**config.mk**
```make
export PLATFORM = sky130hd
export DESIGN_NAME = burst_rd_responder
export DESIGN_NICKNAME = d
export VERILOG_FILES = /design/src/rtl/burst_rd_responder.sv
export SDC_FILE = /design/constraint.sdc
export NUM_CORES = 1
export LEC_CHECK = 0
export BUFFER_PORTS_ARGS = -buffer_cell sky130_fd_sc_hd__buf_2
export CAP_MARGIN = 25
export CORE_ASPECT_RATIO = 1.25
export CORE_MARGIN = 2
export CORE_UTILIZATION = 47
export CTS_CLUSTER_SIZE = 30
export DETAILED_ROUTE_END_ITERATION = 12
export HOLD_SLACK_MARGIN = 0.1
export MAX_ROUTING_LAYER = met4
export PLACE_DENSITY = 0.79
export SLEW_MARGIN = 20
export SYNTH_ARGS = -nofsm -noshare
export SYNTH_HDL_FRONTEND = slang
export SYNTH_SLANG_ARGS = --single-unit
```
**constraint.sdc**
```tcl
create_clock -name clk -period 6.45 [get_ports clk]
set_input_delay 1.6125 -clock clk [delete_from_list [all_inputs] [get_ports clk]]
set_output_delay 1.6125 -clock clk [all_outputs]
set_load 0.1 [all_outputs]
```
**src/rtl/burst_rd_responder.sv**
```systemverilog
// burst_rd_responder: accepts a burst read request, issues sequential memory reads and streams the returned words as valid/ready beats.
//   clk, rst                          clock (rising edge), asynchronous active-high reset
//   req_valid/req_ready/req_addr/req_len   burst request handshake, start address, beats minus one
//   mem_en/mem_addr/mem_rdata         memory read strobe, address, data returned one cycle after mem_en
//   rd_valid/rd_ready/rd_data/rd_last beat stream, rd_last marks the final beat of the burst
//   busy                              burst in progress
module burst_rd_responder #(
   parameter int ADDR_WIDTH    = 20,
   parameter int COUNTER_WIDTH = 4,
   parameter int DATA_WIDTH    = 16
) (
   input  logic                     clk,
   input  logic                     rst,
   input  logic                     req_valid,
   output logic                     req_ready,
   input  logic [ADDR_WIDTH-1:0]    req_addr,
   input  logic [COUNTER_WIDTH-1:0] req_len,
   output logic                     mem_en,
   output logic [ADDR_WIDTH-1:0]    mem_addr,
   input  logic [DATA_WIDTH-1:0]    mem_rdata,
   output logic                     rd_valid,
   input  logic                     rd_ready,
   output logic [DATA_WIDTH-1:0]    rd_data,
   output logic                     rd_last,
   output logic                     busy
);
   typedef enum logic [1:0] {IDLE, ISSUE, DRAIN} state_t;
   state_t state, state_nxt;
   logic [ADDR_WIDTH-1:0] base;
   logic [COUNTER_WIDTH-1:0] len_q, issue_cnt;
   logic inflight, inflight_last;
   logic [1:0][DATA_WIDTH-1:0] buf_data;
   logic [1:0] buf_last;
   logic wptr, rptr;
   logic [1:0] count;
   logic accept, pop, push, last_issue;
   assign req_ready  = state == IDLE;
   assign busy       = state != IDLE;
   assign accept     = req_valid & req_ready;
   assign rd_valid   = count != 2'd0;
   assign pop        = rd_valid & rd_ready;
   assign push       = inflight;
   assign rd_data    = buf_data[rptr];
   assign rd_last    = rd_valid & buf_last[rptr];
   assign mem_addr   = base + ADDR_WIDTH'(issue_cnt);
   assign last_issue = issue_cnt == len_q;
   // Occupancy plus the read in flight, less this cycle's pop, must leave room so the 2-entry buffer never overflows.
   always_comb begin
      mem_en    = 1'b0;
      state_nxt = state;
      mem_en    = (state == ISSUE) && (({1'b0, count} + {2'b0, inflight}) < (3'd2 + {2'b0, pop}));
      state_nxt = (state == IDLE && accept) ? ISSUE :
                  (state == ISSUE && mem_en && last_issue) ? DRAIN :
                  (state == DRAIN && !inflight && (count == 2'd0 || (count == 2'd1 && pop))) ? IDLE :
                  state;
   end
   always_ff @(posedge clk or posedge rst) begin
      if (rst) state <= IDLE;
      else     state <= state_nxt;
   end
   always_ff @(posedge clk or posedge rst) begin
      if (rst) begin
         base          <= '0;
         len_q         <= '0;
         issue_cnt     <= '0;
         inflight      <= 1'b0;
         inflight_last <= 1'b0;
         buf_data      <= '0;
         buf_last      <= '0;
         wptr          <= 1'b0;
         rptr          <= 1'b0;
         count         <= 2'd0;
      end else begin
         if (accept) begin
            base      <= req_addr;
            len_q     <= req_len;
            issue_cnt <= '0;
         end else if (mem_en) begin
            issue_cnt <= issue_cnt + COUNTER_WIDTH'(1);
         end
         inflight      <= mem_en;
         inflight_last <= last_issue;
         if (push) begin
            buf_data[wptr] <= mem_rdata;
            buf_last[wptr] <= inflight_last;
            wptr           <= ~wptr;
         end
         if (pop) rptr <= ~rptr;
         count <= count + 2'(push) - 2'(pop);
      end
   end
endmodule

```
==> run_results.csv, run 1 <==
group,metric,value,unit
outcome,outcome,"completed",
global_routing,grt_start_max_net_pins,71,
layout,design_area,4180,um2
run,maxCapViolations,0,
floorplanning,fp-row-count,34,
layout,n_fill_cell,587,
floorplanning,coreArea,7020,um2
logic_synthesis,synth_top_area_frac,0.510,
drt,first_pass_iters,4,
floorplanning,start_util,0.489,
sta,worstMarginPinSlew,0.893,ns
logic_synthesis,synth_fa_ha_area_frac,0.0386,
sta,clock_skew,0.00483,ns
logic_synthesis,synth_top_family_by_area,"multiplexers",
layout,seqCellArea,1750,um2
sta,fmaxAchievable,0.221,GHz
layout,fin_nets,404,
logic_synthesis,yosys_warnings,0,
clocking,htreeDepth,3,
placed_design,dp_hpwl,4460,um
layout,fin_cells,444,
sta,finalSetupTns,0,ns
placed_design,gp_congestion,0.749,
logic_synthesis,synthSimpleGateAreaFrac,0.0842,
drt,routed_wl,6240,um
drt,drtIter0Drc,52,
clocking,cts_setup_buffers,0,
placed_design,portBuffers,84,
layout,layout_common_cells,"buf_2, mux2_2, dfrtp_1",
floorplanning,die_y,99.5,um
sta,fin_crit_sh,0.701,
sta,setup_viol,0,
drt,wl_per_cell,14.1,um
global_routing,grt_pass1_wl,10800,um
clocking,cts_tree,"built",
clocking,cts_buffers,9,
placed_design,postPlaceCellArea,3940,um2
floorplanning,dieWidth,80.4,um
sta,hold_viol_final,0,
logic_synthesis,netlist_area,3430,um2
worst_setup_path,crit_type,"input port to output pin",
sta,maxSlewViolCount,0,
logic_synthesis,synth_compound_area_frac,0.0321,
clocking,ctsResizeCount,0,
drt,drc,0,
global_routing,grt_pass1_vias,2486,
global_routing,grt_antenna_before_repair,0,
logic_synthesis,yosys-top-cells-area,"dfrtp_1, mux2_2, xnor2_1, ha_1, xor2_1",
clocking,cts_root_buf,"clkbuf_8",
layout,syn2layout_area_growth,21.7,%
layout,diodes,0,
worst_setup_path,crit_fanout,4,
clocking,clk_latency,0.33,ns
logic_synthesis,ys_seq_area_frac,0.510,
sta,period_needed,4.52,ns
floorplanning,dieArea,8010,um2
logic_synthesis,yosys.area.top_type,"dfrtp_1",
clocking,cts_buffer_depth,2,
logic_synthesis,synthXorXnorAreaFrac,0.0638,
global_routing,grt_usage,0.177,
layout,multi_input_area,1610,um2
sta,rsz0062_at_grt,"no",
logic_synthesis,synth-seq-cells,70,
clocking,cts.sinks,70,
clocking,cts_hold_buf,0,
drt,drt.antenna.violating_nets,0,
logic_synthesis,syn_area_per_cell,13.1,um2
drt,route.vias.total,2328,
worst_setup_path,cp_data_required_time,4.84,ns
layout,drive_above_1_share,0.514,
worst_setup_path,crit_arrival,2.91,ns
worst_setup_path,setup.worst_path.start_class,"input port",
clocking,clk_pin_slew,0.07,ns
floorplanning,io_pins,85,
placed_design,dp_cells,429,
sta,maxSlewHeadroom,0.402,
logic_synthesis,netlist_instances,261,
logic_synthesis,synth_nets,315,
layout,layout_commonest_cell,"buf_2",
global_routing,grt-ovfl-total,0,
logic_synthesis,synthMuxAreaShare,0.248,
worst_setup_path,endpoint_kind,"output pin",
min_path,hold_path.class,"flip-flop to flip-flop",
drt,avgViaCountPerCell,5.24,
logic_synthesis,synth_cell_type_count,35,
==> worst paths after layout <==
path | depth (start not counted) | from | to | slack, ns
worst max-delay path | 5 | rd_ready | mem_en | 1.93
worst min-delay path | 1 | buf_data[15] | buf_data[15] | 0.50
worst max register to register | 6 | inflight | issue_cnt[3] | 4.55
worst min register to register | 1 | buf_data[15] | buf_data[15] | 0.50
max in group asynchronous | 3 | rst | base[17] | 4.34
min in group asynchronous | 3 | rst | base[2] | 1.51
==> through the flow <==
step	setup WS, ns	hold slack, ns	utilization
after floorplan	1.72	0.463	-
after global placement	1.96	0.481	0.562
after detailed placement	1.93	0.491	0.562
after CTS	1.93	0.508	0.595
after global routing	1.81	0.518	0.595
final	1.93	0.504	0.595
==> registers in the layout, indices dropped and copies added, names as in the netlist <==
| register | cells |
|---|---|
| buf_last | 2 |
| state | 2 |
| inflight_last | 1 |
| rptr | 1 |
| len_q | 4 |
| issue_cnt | 4 |
| count | 2 |
| wptr | 1 |
| buf_data | 32 |
| base | 20 |
| inflight | 1 |
==> cell type report <==
type,instances,share of cell area
flip-flops and latches,70,0.419
multi-input cells,173,0.384
repair buffers,86,0.104
clock buffers,9,0.0296
well taps,90,0.0270
clock inverters,6,0.0267
inverters,10,0.00898
==> critical path, cell delays in order <==
cell and delay (ns):
buf_2 0.09, o21ai_1 0.12, o21ai_0 0.35, and2_1 0.27
buf_2 0.46
==> metal layers <==
metal	part of all wire	GRT usage
met5	0	-
met4	0.011	0.0548
met2	0.51	0.317
met3	0.065	0.0572
met1	0.41	0.182
==> synth_stat cells (all sizes together) <==
cell type	count
fa	1
nor2b	3
nor4	1
xnor2	14
o41ai	1
buf	8
a2bb2oi	1
nor2	8
a21oi	3
nor4b	1
nand4	7
or2b	1
nand2	6
a21o	1
and4	2
o31ai	1
mux2	73
nand3	6
and3	2
inv	10
o21ai	5
dfrtp	70
nor3b	4
ha	9
o21a	3
o31a	1
mux2i	3
or3	1
xor2	11
and2	2
nand2b	2
==> cell families after synthesis <==
logic type | Yosys count
mux | 76
flops | 70
simple gates | 46
xor+xnor | 25
buf+inv | 18
compound gates | 16
fa+ha+maj | 10
Power of run 1 is not shown: default switching activity piles up to over one toggle a cycle in this logic, so the estimate is an artifact.
==> run 2, diff against run 1 <==
Settings changed: PLACE_DENSITY 0.79 to 0.82.
Clock period 6.45 ns to 4.1 ns, I/O delays scaled along.
==> run_results.csv, run 2 (synthesized netlist as in run 1, its figures left out) <==
group,metric,value,unit
layout,diodes,0,
floorplanning,dieArea,8010,um2
floorplanning,coreArea,7020,um2
floorplanning,start_util,0.489,
clocking,cts_tree,"built",
run,maxCapViolations,0,
worst_setup_path,r2r-start,"inflight",
worst_setup_path,crit_arrival,2.77,ns
sta,finalSetupTns,0,ns
layout,n_fill_cell,585,
layout,syn2layout_area_growth,21.8,%
drt,first_pass_iters,4,
placed_design,gp_congestion,0.757,
clocking,cts_root_buf,"clkbuf_8",
layout,post-route-util,0.596,
worst_setup_path,cp_cell_sequence,"ha_1, inv_1, fa_1, nor2b_1, o31a_1, nand4_1, xnor2_2, buf_2",
layout,largest_reg_flops,32,
drt,routed_wl,6630,um
worst_setup_path,crit_type,"flip-flop to output pin",
worst_setup_path,crit_buf_inv,2,
global_routing,grt_start_max_net_pins,47,
sta,rsz0062_at_grt,"no",
global_routing,grt_usage,0.185,
sta,setup_viol,0,
floorplanning,die_y,99.5,um
sta,hold_slack,0.501,ns
layout,fin_nets,406,
min_path,holdPathEnd,"wptr",
worst_setup_path,cp-startpoint,"issue_cnt[0]",
clocking,cts.sinks,70,
clocking,htreeDepth,3,
worst_setup_path,crit_family,"adder cells",
clocking,cts_buffer_depth,2,
clocking,clk_pin_slew,0.07,ns
sta,fmaxAchievable,0.263,GHz
layout,design_area,4180,um2
clocking,cts_setup_buffers,0,
placed_design,dp_hpwl,4840,um
layout,seqCellArea,1750,um2
worst_setup_path,endpoint_kind,"output pin",
layout,drive_above_1_share,0.527,
min_path,worstHoldStart,"wptr",
clocking,cts_buffers,9,
sta,clock_skew,0.00918,ns
outcome,outcome,"completed",
drt,avgViaCountPerCell,5.28,
layout,layout_common_cells,"buf_2, mux2_2, dfrtp_1",
layout,multi_input_area,1640,um2
global_routing,grt-ovfl-total,0,
sta,maxSlewHeadroom,0.437,
drt,drc,0,
clocking,clk_latency,0.33,ns
worst_setup_path,r2r_setup_slack,2.28,ns
drt,drt.antenna.violating_nets,0,
floorplanning,fp-row-count,34,
worst_setup_path,reg2reg_depth,6,
sta,worstMarginPinSlew,0.844,ns
sta,maxSlewViolCount,0,
worst_setup_path,setup.worst_path.start_class,"flip-flop",
clocking,cts_hold_buf,0,
sta,fin_crit_sh,0.926,
worst_setup_path,r2r_end,"issue_cnt[3]",
layout,regMostFlops,"buf_data",
global_routing,grt_pass1_vias,2499,
worst_setup_path,slowest_delay,0.45,ns
layout,top_regs,"buf_data (32), base (20)",
drt,wl_per_cell,14.9,um
global_routing,grt_pass1_wl,11400,um
drt,drtIter0Drc,53,
min_path,hold_path.class,"flip-flop to flip-flop",
worst_setup_path,cp_data_required_time,3.07,ns
sta,period_needed,3.80,ns
layout,layout_commonest_cell,"buf_2",
floorplanning,dieWidth,80.4,um
global_routing,grt_antenna_before_repair,0,
drt,route.vias.total,2350,
min_path,worst_hold_path.num_cells,1,
sta,hold_viol_final,0,
floorplanning,io_pins,85,
worst_setup_path,crit_fanout,8,
placed_design,portBuffers,84,
placed_design,postPlaceCellArea,3990,um2
clocking,ctsResizeCount,0,
worst_setup_path,slowest_stage,"dfrtp_1",
-- run 2: cell types whose count changed in the layout (fill, tap and decap cells not counted), sizes merged --
cell    delta
clkinv     +1
buf        +2
bufinv     -2
-- run 2: area by class of cell --
class / instances / share of cell area
clock buffer: 9 / 0.0296
clock inverter: 5 / 0.0126
inverter: 10 / 0.00898
timing repair buffer: 88 / 0.111
tap: 90 / 0.0269
sequential: 70 / 0.419
multi-input combinational: 173 / 0.392
-- run 2: through the flow --
step / instances / setup slack, ns
after floorplan: 261 / 0.0104
after global placement: 430 / 0.721
after detailed placement: 430 / 0.648
after CTS: 444 / 0.287
after global routing: 445 / 0.127
final: 445 / 0.302
-- run 2: routing by layer --
layer  global-route usage  vias to the layer above  routed length (um)
met5                    -                        -                   0
met4               0.0600                        0                 103
met3               0.0363                       10                 340
met2                0.324                       65                3400
met1                0.211                     1174                2780
li1                     -                     1101                   -
-- run 2: worst max path at each step --
| stage | slack [ns] | cells past startpoint | end |
|---|---|---|---|
| 6_report | 0.30 | 8 | mem_addr[8] |
| 5_1_grt | 0.13 | 8 | mem_addr[12] |
| 4_1_cts | 0.29 | 8 | mem_addr[8] |
| 3_5_place_dp | 0.65 | 8 | mem_addr[18] |
| 3_3_place_gp | 0.72 | 8 | mem_addr[18] |
| 2_1_floorplan | 0.01 | 7 | mem_addr[12] |
Power of run 2 is left out for the same reason.
==> run 3, diff against run 2 <==
Settings changed: CELL_PAD_IN_SITES_DETAIL_PLACEMENT from default to 1, CELL_PAD_IN_SITES_GLOBAL_PLACEMENT from default to 1, CORE_UTILIZATION 47 to 38, RECOVER_POWER from default to 100.
==> run_results.csv, run 3 (synthesized netlist as in run 1, its figures left out) <==
group,metric,value,unit
sta,rsz0062_at_grt,"no",
clocking,ctsResizeCount,0,
global_routing,grt_start_max_net_pins,37,
layout,diodes,0,
sta,fmaxAchievable,0.257,GHz
layout,fin_nets,405,
min_path,hold_path.class,"flip-flop to flip-flop",
clocking,clk_latency,0.34,ns
layout,top_regs,"buf_data (32), base (20)",
worst_setup_path,endpoint_kind,"output pin",
floorplanning,dieArea,9810,um2
sta,maxSlewHeadroom,-0.152,
layout,largest_reg_flops,32,
floorplanning,fp-row-count,38,
clocking,htreeDepth,3,
worst_setup_path,crit_buf_inv,1,
clocking,cts_hold_buf,0,
drt,routed_wl,7650,um
outcome,outcome,"finished, violations left",
worst_setup_path,setup.worst_path.start_class,"flip-flop",
clocking,cts_buffers,9,
sta,maxSlewViolCount,46,
sta,period_needed,3.89,ns
clocking,cts_setup_buffers,0,
sta,finalSetupTns,0,ns
layout,drive_above_1_share,0.452,
worst_setup_path,crit_family,"compound AO/OA/AOI/OAI gates",
global_routing,grt_usage,0.167,
sta,clock_skew,0.00809,ns
global_routing,grt_pass1_wl,12100,um
clocking,cts.sinks,70,
layout,regMostFlops,"buf_data",
clocking,cts_root_buf,"clkbuf_8",
layout,syn2layout_area_growth,23.1,%
sta,fin_crit_sh,0.948,
placed_design,gp_congestion,0.784,
sta,setup_viol,0,
floorplanning,io_pins,85,
layout,layout_common_cells,"mux2_2, dfrtp_1, buf_2",
drt,wl_per_cell,16.1,um
worst_setup_path,slowest_delay,0.73,ns
clocking,clk_pin_slew,0.08,ns
drt,route.vias.total,2363,
worst_setup_path,crit_type,"flip-flop to output pin",
worst_setup_path,slowest_stage,"a2bb2oi_1",
worst_setup_path,crit_arrival,2.86,ns
drt,drc,0,
drt,drtIter0Drc,28,
drt,first_pass_iters,3,
sta,hold_viol_final,0,
global_routing,grt_pass1_vias,2582,
clocking,cts_buffer_depth,2,
worst_setup_path,cp_data_required_time,3.07,ns
drt,drt.antenna.violating_nets,0,
run,maxCapViolations,2,
outcome,violations,"capacitance limit, slew limit",
sta,worstMarginPinSlew,1.73,ns
drt,avgViaCountPerCell,4.96,
global_routing,grt-ovfl-total,0,
placed_design,dp_hpwl,5610,um
clocking,cts_tree,"built",
floorplanning,coreArea,8750,um2
placed_design,portBuffers,84,
layout,layout_commonest_cell,"mux2_2",
floorplanning,die_y,110,um
global_routing,grt_antenna_before_repair,0,
worst_setup_path,crit_fanout,8,
worst_setup_path,cp_cell_sequence,"ha_1, a21oi_1, a2bb2oi_1, nor2_1, xor2_1, clkbuf_2",
floorplanning,start_util,0.392,
floorplanning,dieWidth,89,um
-- run 3: changes by cell type in the layout (fill, tap and decap cells not counted), moves of 2 or more --
| cell | previous run | this run |
|---|---|---|
| and2_0 | 0 | 2 |
| and2_1 | 2 | 0 |
| buf_2 | 84 | 49 |
| buf_4 | 3 | 0 |
| bufinv_16 | 1 | 3 |
| clkbuf_1 | 0 | 25 |
| clkbuf_2 | 0 | 12 |
-- run 3: through the flow --
stage                     std cells  setup WS [ns]  area [um2]  hold slack (ns)   util
after detailed placement        460          0.586        4030            0.489  0.460
after global placement          460          0.694        4030            0.481  0.460
after floorplan                 261         0.0104        3470            0.463      -
after global routing            476        0.00929        4230            0.516  0.483
final                           476          0.213        4230            0.498  0.483
after CTS                       476          0.191        4270            0.508  0.488
-- run 3: path summary, 6_finish.rpt --
kind	cells after the start	startpoint	slack, ns	end
max	6	issue_cnt[1]	0.21	mem_addr[11]
min	1	wptr	0.50	wptr
max reg2reg	5	state[1]	1.50	issue_cnt[0]
min reg2reg	1	wptr	0.50	wptr
max in group asynchronous	3	rst	1.51	base[19]
min in group asynchronous	2	rst	1.05	count[1]
-- run 3: worst reg2reg max path, delay by kind of cell, from the launching register on --
family	cells	cell delay [ns]
multiplexers	1	0.08
buffers and inverters	1	0.40
AND/OR/NAND/NOR	3	1.59
flip-flops	1	0.41
-- run 3: cell type report --
class | instances | area (um2)
well taps | 120 | 150
flip-flops and latches | 70 | 1750
inverters | 10 | 37.5
clock inverters | 6 | 109
clock buffers | 10 | 138
multi-input cells | 173 | 1630
fillers | 997 | 4520
repair buffers | 87 | 407
-- run 3: layer usage --
layer | GRT usage | vias to the layer above | part of all wire
met3 | 0.0350 | 9 | 0.054
met2 | 0.298 | 62 | 0.53
met5 | - | - | 0
li1 | - | 1100 | -
met1 | 0.181 | 1192 | 0.40
met4 | 0.0608 | 0 | 0.016
Power of run 3 is left out for the same reason.
